### src/rtl/perfect_pkg.sv
// Shared definitions for the perfect-number scan master and checker.
// Holds the handshake FSM state encoding, the default data width and the known perfect values.
package perfect_pkg;

  localparam int DEFAULT_W = 16;

  localparam int PERFECT_0 = 6;
  localparam int PERFECT_1 = 28;
  localparam int PERFECT_2 = 496;
  localparam int PERFECT_3 = 8128;

  typedef enum logic [2:0] {
    IDLE   = 3'd0,
    ISSUE  = 3'd1,
    WAIT   = 3'd2,
    REPORT = 3'd3,
    FIN    = 3'd4
  } state_e;

endpackage

### src/rtl/perfect_scan_master_wdog.sv
// Per-check watchdog for the scan master: counts WAIT cycles and flags expiry at TMO.
// Built only when PERFECT_SCAN_TIMEOUT_EN is defined.
module scan_wdog #(
  parameter int TMO = 1024
) (
  input  logic clk,
  input  logic rst,
  input  logic clr_i,
  input  logic en_i,
  output logic expire_o
);

  localparam int CW = $clog2(TMO + 1);

  logic [CW-1:0] cnt_q, cnt_d;

  // Expiry fires on the TMO-th enabled cycle so the owner leaves WAIT at that edge.
  assign expire_o = en_i && (cnt_q == CW'(TMO - 1));

  always_comb begin
    cnt_d = cnt_q;
    if (clr_i) begin
      cnt_d = '0;
    end else if (en_i && !expire_o) begin
      cnt_d = cnt_q + 1'b1;
    end
  end

  always_ff @(posedge clk) begin
    if (rst) begin
      cnt_q <= '0;
    end else begin
      cnt_q <= cnt_d;
    end
  end

endmodule

### src/rtl/perfect_scan_master.sv
// Range sweeper that drives an external perfect-number checker and reports every hit.
// Optional per-check watchdog is enabled with PERFECT_SCAN_TIMEOUT_EN.
module perfect_scan_master
  import perfect_pkg::*;
#(
  parameter int W = DEFAULT_W
`ifdef PERFECT_SCAN_TIMEOUT_EN
  , parameter int TMO = 1024
`endif
) (
  input  logic         clk,
  input  logic         rst,
  input  logic         start,
  input  logic [W-1:0] lo,
  input  logic [W-1:0] hi,
  output logic         busy,
  output logic         done,
  output logic         hit_valid,
  output logic [W-1:0] hit_value,
  output logic [W-1:0] hit_count,
  output logic [W-1:0] chk_n,
  output logic         chk_start,
  input  logic         chk_done,
  input  logic         chk_is_perf,
  output logic         timeout
);

  state_e       state_q, state_d;
  logic [W-1:0] cur_q, cur_d;
  logic [W-1:0] hi_q, hi_d;
  logic [W-1:0] hit_value_q, hit_value_d;
  logic [W-1:0] hit_count_q, hit_count_d;
  logic         verdict_q, verdict_d;
  logic         timeout_q, timeout_d;
  logic         expire;

`ifdef PERFECT_SCAN_TIMEOUT_EN
  scan_wdog #(.TMO(TMO)) u_wdog (
    .clk      (clk),
    .rst      (rst),
    .clr_i    (state_q == ISSUE),
    .en_i     (state_q == WAIT),
    .expire_o (expire)
  );
`else
  assign expire = 1'b0;
`endif

  assign busy      = (state_q != IDLE);
  assign done      = (state_q == FIN);
  assign chk_start = (state_q == ISSUE);
  assign chk_n     = cur_q;
  assign hit_valid = (state_q == REPORT) && verdict_q;
  assign hit_value = hit_value_q;
  assign hit_count = hit_count_q;
  assign timeout   = timeout_q;

  // Hit value and count are committed on the WAIT exit edge so they are valid alongside hit_valid.
  always_comb begin
    state_d     = state_q;
    cur_d       = cur_q;
    hi_d        = hi_q;
    hit_value_d = hit_value_q;
    hit_count_d = hit_count_q;
    verdict_d   = verdict_q;
    timeout_d   = timeout_q;
    case (state_q)
      IDLE: begin
        if (start) begin
          cur_d       = lo;
          hi_d        = hi;
          hit_count_d = '0;
          timeout_d   = 1'b0;
          verdict_d   = 1'b0;
          state_d     = (lo > hi) ? FIN : ISSUE;
        end
      end
      ISSUE: state_d = WAIT;
      WAIT: begin
        if (chk_done) begin
          verdict_d = chk_is_perf;
          if (chk_is_perf) begin
            hit_value_d = cur_q;
            hit_count_d = (&hit_count_q) ? hit_count_q : hit_count_q + 1'b1;
          end
          state_d = REPORT;
        end else if (expire) begin
          verdict_d = 1'b0;
          timeout_d = 1'b1;
          state_d   = REPORT;
        end
      end
      // Compare before increment so a range ending at all-ones never wraps.
      REPORT: begin
        if (cur_q == hi_q) begin
          state_d = FIN;
        end else begin
          cur_d   = cur_q + 1'b1;
          state_d = ISSUE;
        end
      end
      FIN:     state_d = IDLE;
      default: state_d = IDLE;
    endcase
  end

  always_ff @(posedge clk) begin
    if (rst) begin
      state_q     <= IDLE;
      cur_q       <= '0;
      hi_q        <= '0;
      hit_value_q <= '0;
      hit_count_q <= '0;
      verdict_q   <= 1'b0;
      timeout_q   <= 1'b0;
    end else begin
      state_q     <= state_d;
      cur_q       <= cur_d;
      hi_q        <= hi_d;
      hit_value_q <= hit_value_d;
      hit_count_q <= hit_count_d;
      verdict_q   <= verdict_d;
      timeout_q   <= timeout_d;
    end
  end

endmodule

### config.mk
export PLATFORM = sky130hd
export DESIGN_NAME = perfect_scan_master
export DESIGN_NICKNAME = d
export VERILOG_FILES = /design/src/rtl/perfect_pkg.sv /design/src/rtl/perfect_scan_master_wdog.sv /design/src/rtl/perfect_scan_master.sv
export SDC_FILE = /design/constraint.sdc
export NUM_CORES = 1
export LEC_CHECK = 0
export ABC_AREA = 1
export BUFFER_PORTS_ARGS = -buffer_cell sky130_fd_sc_hd__buf_4
export CELL_PAD_IN_SITES_DETAIL_PLACEMENT = 0
export CELL_PAD_IN_SITES_GLOBAL_PLACEMENT = 2
export CORE_MARGIN = 2
export CORE_UTILIZATION = 24
export CTS_BUF_LIST = sky130_fd_sc_hd__clkbuf_8
export DETAILED_ROUTE_END_ITERATION = 10
export PLACE_DENSITY_LB_ADDON = 0.1
export SLEW_MARGIN = 0
export SYNTH_ARGS = -nofsm -noshare
export SYNTH_HDL_FRONTEND = slang
export SYNTH_HIERARCHICAL = 1
export SYNTH_SLANG_ARGS = --single-unit
### constraint.sdc
create_clock -name clk -period 2.4 [get_ports clk]
set_clock_uncertainty 0.1 [all_clocks]
set_input_delay 0.24 -clock clk [delete_from_list [all_inputs] [get_ports clk]]
set_output_delay 0.24 -clock clk [all_outputs]
set_load 0.005 [all_outputs]
[After elaboration in Yosys (flattened, before gate mapping)]
Index checks and enable logic that the tools add are counted.
Storage, ports and cells
  bits in registers: 68
  bits of input ports: 37
  output and inout bits: 53
  word-level logic and storage cells: 47
Cells by class
  add/sub/neg operators: 2
  magnitude comparators: 1
  eq/ne operators: 10
  multiplexer cells: 16
  reduce and logical (&&, ||, !) cells: 12
Operators with widths (count)
  16-bit two-way mux: 6
  16-bit case mux with 2 select lines: 2
  16-bit by 1-bit adder with 16-bit output (second input constant): 2
  16-bit equality test: 1
  16-bit greater-than comparator: 1
  16-bit AND reduction: 1
  3-bit two-way mux: 4
  3-bit case mux with 4 select lines: 1
  2-bit != test (second input constant): 5
  3-bit AND reduction: 3
  3-bit by 2-bit equality test with 1-bit output (second input constant): 2
  5-bit AND reduction: 1
  2-bit AND reduction: 2
  2-bit nonzero test: 2
  3-bit by 1-bit equality test with 1-bit output (second input constant): 1
  3-bit equality test (second input constant): 1
  3-bit zero test: 1
  3-bit nonzero test: 1
  1-bit two-way mux: 2
  1-bit case mux with 2 select lines: 1
  1-bit logical AND: 1

[Depth between registers and ports, before layout]
  word-level depth: 5
  mapped depth: 14
  depth with buffers taken out: 14

[Worst setup path before layout]
No wires, ideal clock.
  kind: register to register
  from: register hit_count_q[0] (netlist: hit_count[0])
  to: register hit_count_q[8] (netlist: hit_count[8])
  library setup time: 0.115 ns
  arrival: 1.576 ns
  data required time: 2.185 ns
  slack: 0.609 ns
  cell stages (with the launch flop): 11
  path buffers: 1
  clock period less this slack: 1.791 ns
  cells stage by stage: dfxtp_1 ha_1 nand2_1 nor2_2 and2_1 nand4_2 nand3_4 inv_4 buf_6 a21oi_1 nor2_1
On the way
  word-level cells in the longest chain between the ends: 5
  elaborated cells between the ends (all ways): 8
  classes of those cells: add/sub (1); eq/ne (1); mux (4); reduce/logical (2)
RTL lines
  from (decl): RTL line perfect_scan_master.sv:32  | logic [W-1:0] hit_count_q, hit_count_d;
  from (signal assigned): RTL line perfect_scan_master.sv:121  | hit_count_q <= hit_count_d;
  16-bit by 1-bit adder with 16-bit output: RTL line perfect_scan_master.sv:84  | hit_count_d = (&hit_count_q) ? hit_count_q : hit_count_q + 1'b1;
  16-bit two-way mux: RTL line perfect_scan_master.sv:84
  16-bit two-way mux: RTL line perfect_scan_master.sv:82  | if (chk_is_perf) begin
  16-bit two-way mux: RTL line perfect_scan_master.sv:80  | if (chk_done) begin
  16-bit case mux with 2 select lines: RTL line perfect_scan_master.sv:67  | case (state_q)
Parallel ways exist; a longest one is shown, timed or not. The select of a mux whose other input is x is not followed.
A chain may end at the register's enable or synchronous reset.

[Worst setup path in the final report]
Same ends and word-level chain as after synthesis.

==> impl_results.md <==
- Synthesized instance count: 646
- Clock slew at the register clock pins of the worst setup and hold paths: 0.09 ns
- Remaining global-route overflow: 0
- Root buffer cell: clkbuf_8
- Status: finished, final reports clean
- Hold WC Path Type: input port to register
- Register-to-register setup slack: 0.42 ns
- Buffers and inverters on the worst path: 1
- Yosys warning total: 6
- Final HPWL from detailed placement: 11900 microns
- Hold Fails Final Rpt: 0
- Net count, final: 796
- Final setup violating endpoints: 0
- Cts bufs inserted: 9
- CP max stage cell: dfxtp_1
- Hold worst-path end: verdict_q
- First-pass GRT wire length: 23600 microns
- Total I/O pin count: 90
- Setup_tns: 0 ns
- Pin count of the biggest net entering global routing: 33
- Cell area power density: 703 nW/um^2
- Hold-fix buffers, CTS: 0
- Sequential element share of the synthesized area: 33.2%
- Worst-Margin Slew: 0.616 ns
- Area of the core: 16600 sq um
- Internal power: 2.25 mW
- H-tree level count: 3
- Number of cells traversed by the worst hold path: 4
- Relative slew margins: 58.6%
- Power share of the clock group: 27.3%
- Number of sinks on the clock net: 68
- TritonCTS clock tree: built
- I/O Buffers: 88
- Layout cells sized above 1: 20.6%
- Data arrival time of the worst path: 2.15 ns
- Via density per instance: 4.51
- Synthesis-to-finish area growth: 28.0%
- Starting DRC count in detailed routing: 217
- Average wire per standard cell: 15.5 microns
- Share of the cycle needed by the critical path after routing: 82.4%
- Worst voltage drop across the vdd grid: 0.330 mV
- Number of antenna violations at the first check in global routing: 0
- Cts repair resizes: 0
- Sort of element at the end of the critical path: register
- Worst Setup Start Kind: register
- Worst R2R Path Depth: 9
- Initial core utilization: 24.6%
- Cell-by-cell listing of the critical path: ha_1 > nand2_1 > nor2_2 > and2_1 > nand4_2 > nand3_4 > inv_4 > a21oi_1 > nor2_1
- R2r endpoint: hit_count[8]
- Full die area: 18100 sq um
- Width of the die: 135 microns
- Final GP Congestion: 0.773
- Residual antenna-violating net count after detailed routing: 0
- Fraction of synthesized cell area taken by the top area cell type: 33.2%
- Leading post-synthesis cells by cell area: dfxtp_1 33%, nand2_1 18%, a21oi_1 7.7%
- Setup slack of the critical path after layout: 0.421 ns
- Dominant delay contributor by cell family on the critical path: simple AND/OR/NAND/NOR gates
- Worst min-delay path startpoint: chk_done
- Kind of critical path: register to register
- Switching share of power: 39.1%
- Net switching power: 1.44 mW
- Max-cap viol count: 0
- Cell area after synthesis: 4100 sq um
- Data required time at the worst endpoint: 2.57 ns
- Post-synth cell types: 37
- Via count of the first global-routing pass: 4237
- Number of buffers between clock root and the deepest sink: 2
- RSZ-0062 raised after global routing: false
- Max frequency: 505 MHz
- Net count of the mapped netlist: 701
- Avg Cell Area, Syn: 6.35 sq um
- Pre-CTS setup slack: 0.385 ns
- Period minus WS final: 1.98 ns
- Sequential share of power: 38.5%
- Leak: 2.41 nW
- Longest individual stage delay on the worst path: 0.40 ns
- Biggest area consumer among synthesized cells: dfxtp_1
- Vias: 4358
- Startpoint of the lowest-slack register-to-register path: hit_count[0]
- Comb pwr share: 34.1%
- Max-slew violation count: 0
- Row cnt: 47
- Synthesis-stage register bit count: 68
- DRC violation count after routing: 0
- Worst-Skew Late Latency: 0.37 ns
- All-Layer GR Usage: 17.1%
- # Post-CTS Setup Buffers: 0
- Height of the die: 135 microns
- Maximum fanout encountered on the critical timing path: 17
- Count of inserted antenna diode cells: 0
- First-pass iteration count of the detailed router: 4
- Total length of routed wires: 15000 microns
[power by group through the flow]
| stage | Combinational [mW] | Sequential (mW) | Clock (mW) |
|---|---|---|---|
| CTS | 1.29 | 1.42 | 1.05 |
| finish | 1.26 | 1.42 | 1.01 |
| global placement | 1.29 | 1.44 | 0 |
| detailed placement | 1.29 | 1.45 | 0 |
| global route | 1.44 | 1.45 | 1.10 |
| floorplan | 0.807 | 1.43 | 0 |
[logic make-up after synthesis]
family / count (synthesis) / share of synthesized area (%)
AOI/OAI and AO/OA: 118 / 15.0
xor gates and xnor gates: 4 / 0.854
adders and majority gates: 18 / 5.49
buffers and inverters: 99 / 10.0
DFF: 68 / 33.2
other: 1 / 0.0915
and+or+nand+nor: 338 / 35.3
[sequential cells by signal (all words and copies together) (netlist names)]
name,cells
state_q,3
chk_n,16
hit_value,16
hit_count,16
verdict_q,1
hi_q,16
[synthesized netlist by cell type]
| master | n |
|---|---|
| a21oi_1 | 63 |
| a21oi_2 | 3 |
| and2_1 | 1 |
| buf_2 | 5 |
| buf_4 | 2 |
| buf_6 | 3 |
| clkbuf_1 | 11 |
| clkinv_1 | 1 |
| clkinv_2 | 1 |
| conb_1 | 1 |
| dfxtp_1 | 68 |
| ha_1 | 18 |
| inv_1 | 62 |
| inv_2 | 13 |
| inv_4 | 1 |
| nand2_1 | 193 |
| nand2_2 | 2 |
| nand2_4 | 2 |
| nand3_1 | 41 |
| nand3_2 | 1 |
| nand3_4 | 1 |
| nand4_1 | 8 |
| nand4_2 | 1 |
| nor2_1 | 70 |
| nor2_2 | 3 |
| nor2_4 | 2 |
| nor3_1 | 9 |
| nor3_2 | 1 |
| nor3_4 | 1 |
| o21a_1 | 2 |
| o21ai_0 | 46 |
| o21ai_1 | 1 |
| o21bai_1 | 1 |
| o31ai_1 | 2 |
| or2_1 | 1 |
| or2_2 | 1 |
| xor2_1 | 4 |
[worst max-delay path by stage]
stage,slack (ns),start,depth (start not counted),end
global placement,0.39,chk_n[2],11,chk_n[4]
floorplan,0.61,hit_count[0],10,hit_count[8]
global route,0.17,chk_n[2],11,chk_n[2]
detailed placement,0.39,chk_n[2],11,chk_n[2]
finish,0.42,hit_count[0],9,hit_count[8]
CTS,0.37,chk_n[2],11,chk_n[2]
[layer usage]
| layer | GRT usage (%) | vias up | share of wire (%) |
|---|---|---|---|
| met1 | 22.5 | 1985 | 48 |
| met5 | 0 | - | 0 |
| met2 | 27.8 | 93 | 46 |
| met3 | 3.42 | 21 | 4.0 |
| met4 | 6.37 | 0 | 2.6 |
| li1 | - | 2259 | - |
[through the flow]
stage                     area [sq um]  cells  power [mW]  utilization (%)  hold slack [ns]
after floorplan                   4100    646        2.23                -            0.304
after global placement            5050    950        2.73             30.3            0.354
after detailed placement          5050    950        2.74             30.3            0.359
after CTS                         5250    966        3.77             31.5           0.0430
after global routing              5250    966        3.98             31.5           0.0746
final                             5250    966        3.69             31.5           0.0658
[worst reg2reg max path: stages (launching register included)]
cell	delay [ns]
dfxtp_1	0.40
ha_1	0.21
nand2_1	0.10
nor2_2	0.18
and2_1	0.21
nand4_2	0.12
nand3_4	0.22
inv_4	0.14
a21oi_1	0.14
nor2_1	0.06
[layout make-up]
cell class,instances,area [sq um]
Inverter,78,297
Multi-Input combinational cell,479,2330
Fill cell,1859,11400
Clock buffer,10,138
Timing Repair Buffer,105,788
Sequential cell,68,1360
Tap cell,220,275
Clock inverter,6,63.8
[layout by cell type (no fill, tap or decap), drive strengths merged, types with 4 or more instances in the layout]
cell type	n
a21oi	66
buf	105
clkbuf	10
clkinv	5
dfxtp	68
ha	18
inv	76
nand2	197
nand3	43
nand4	9
nor2	75
nor3	11
o21ai	47
xor2	4
No activity file was read; power rests on OpenSTA's default activity.
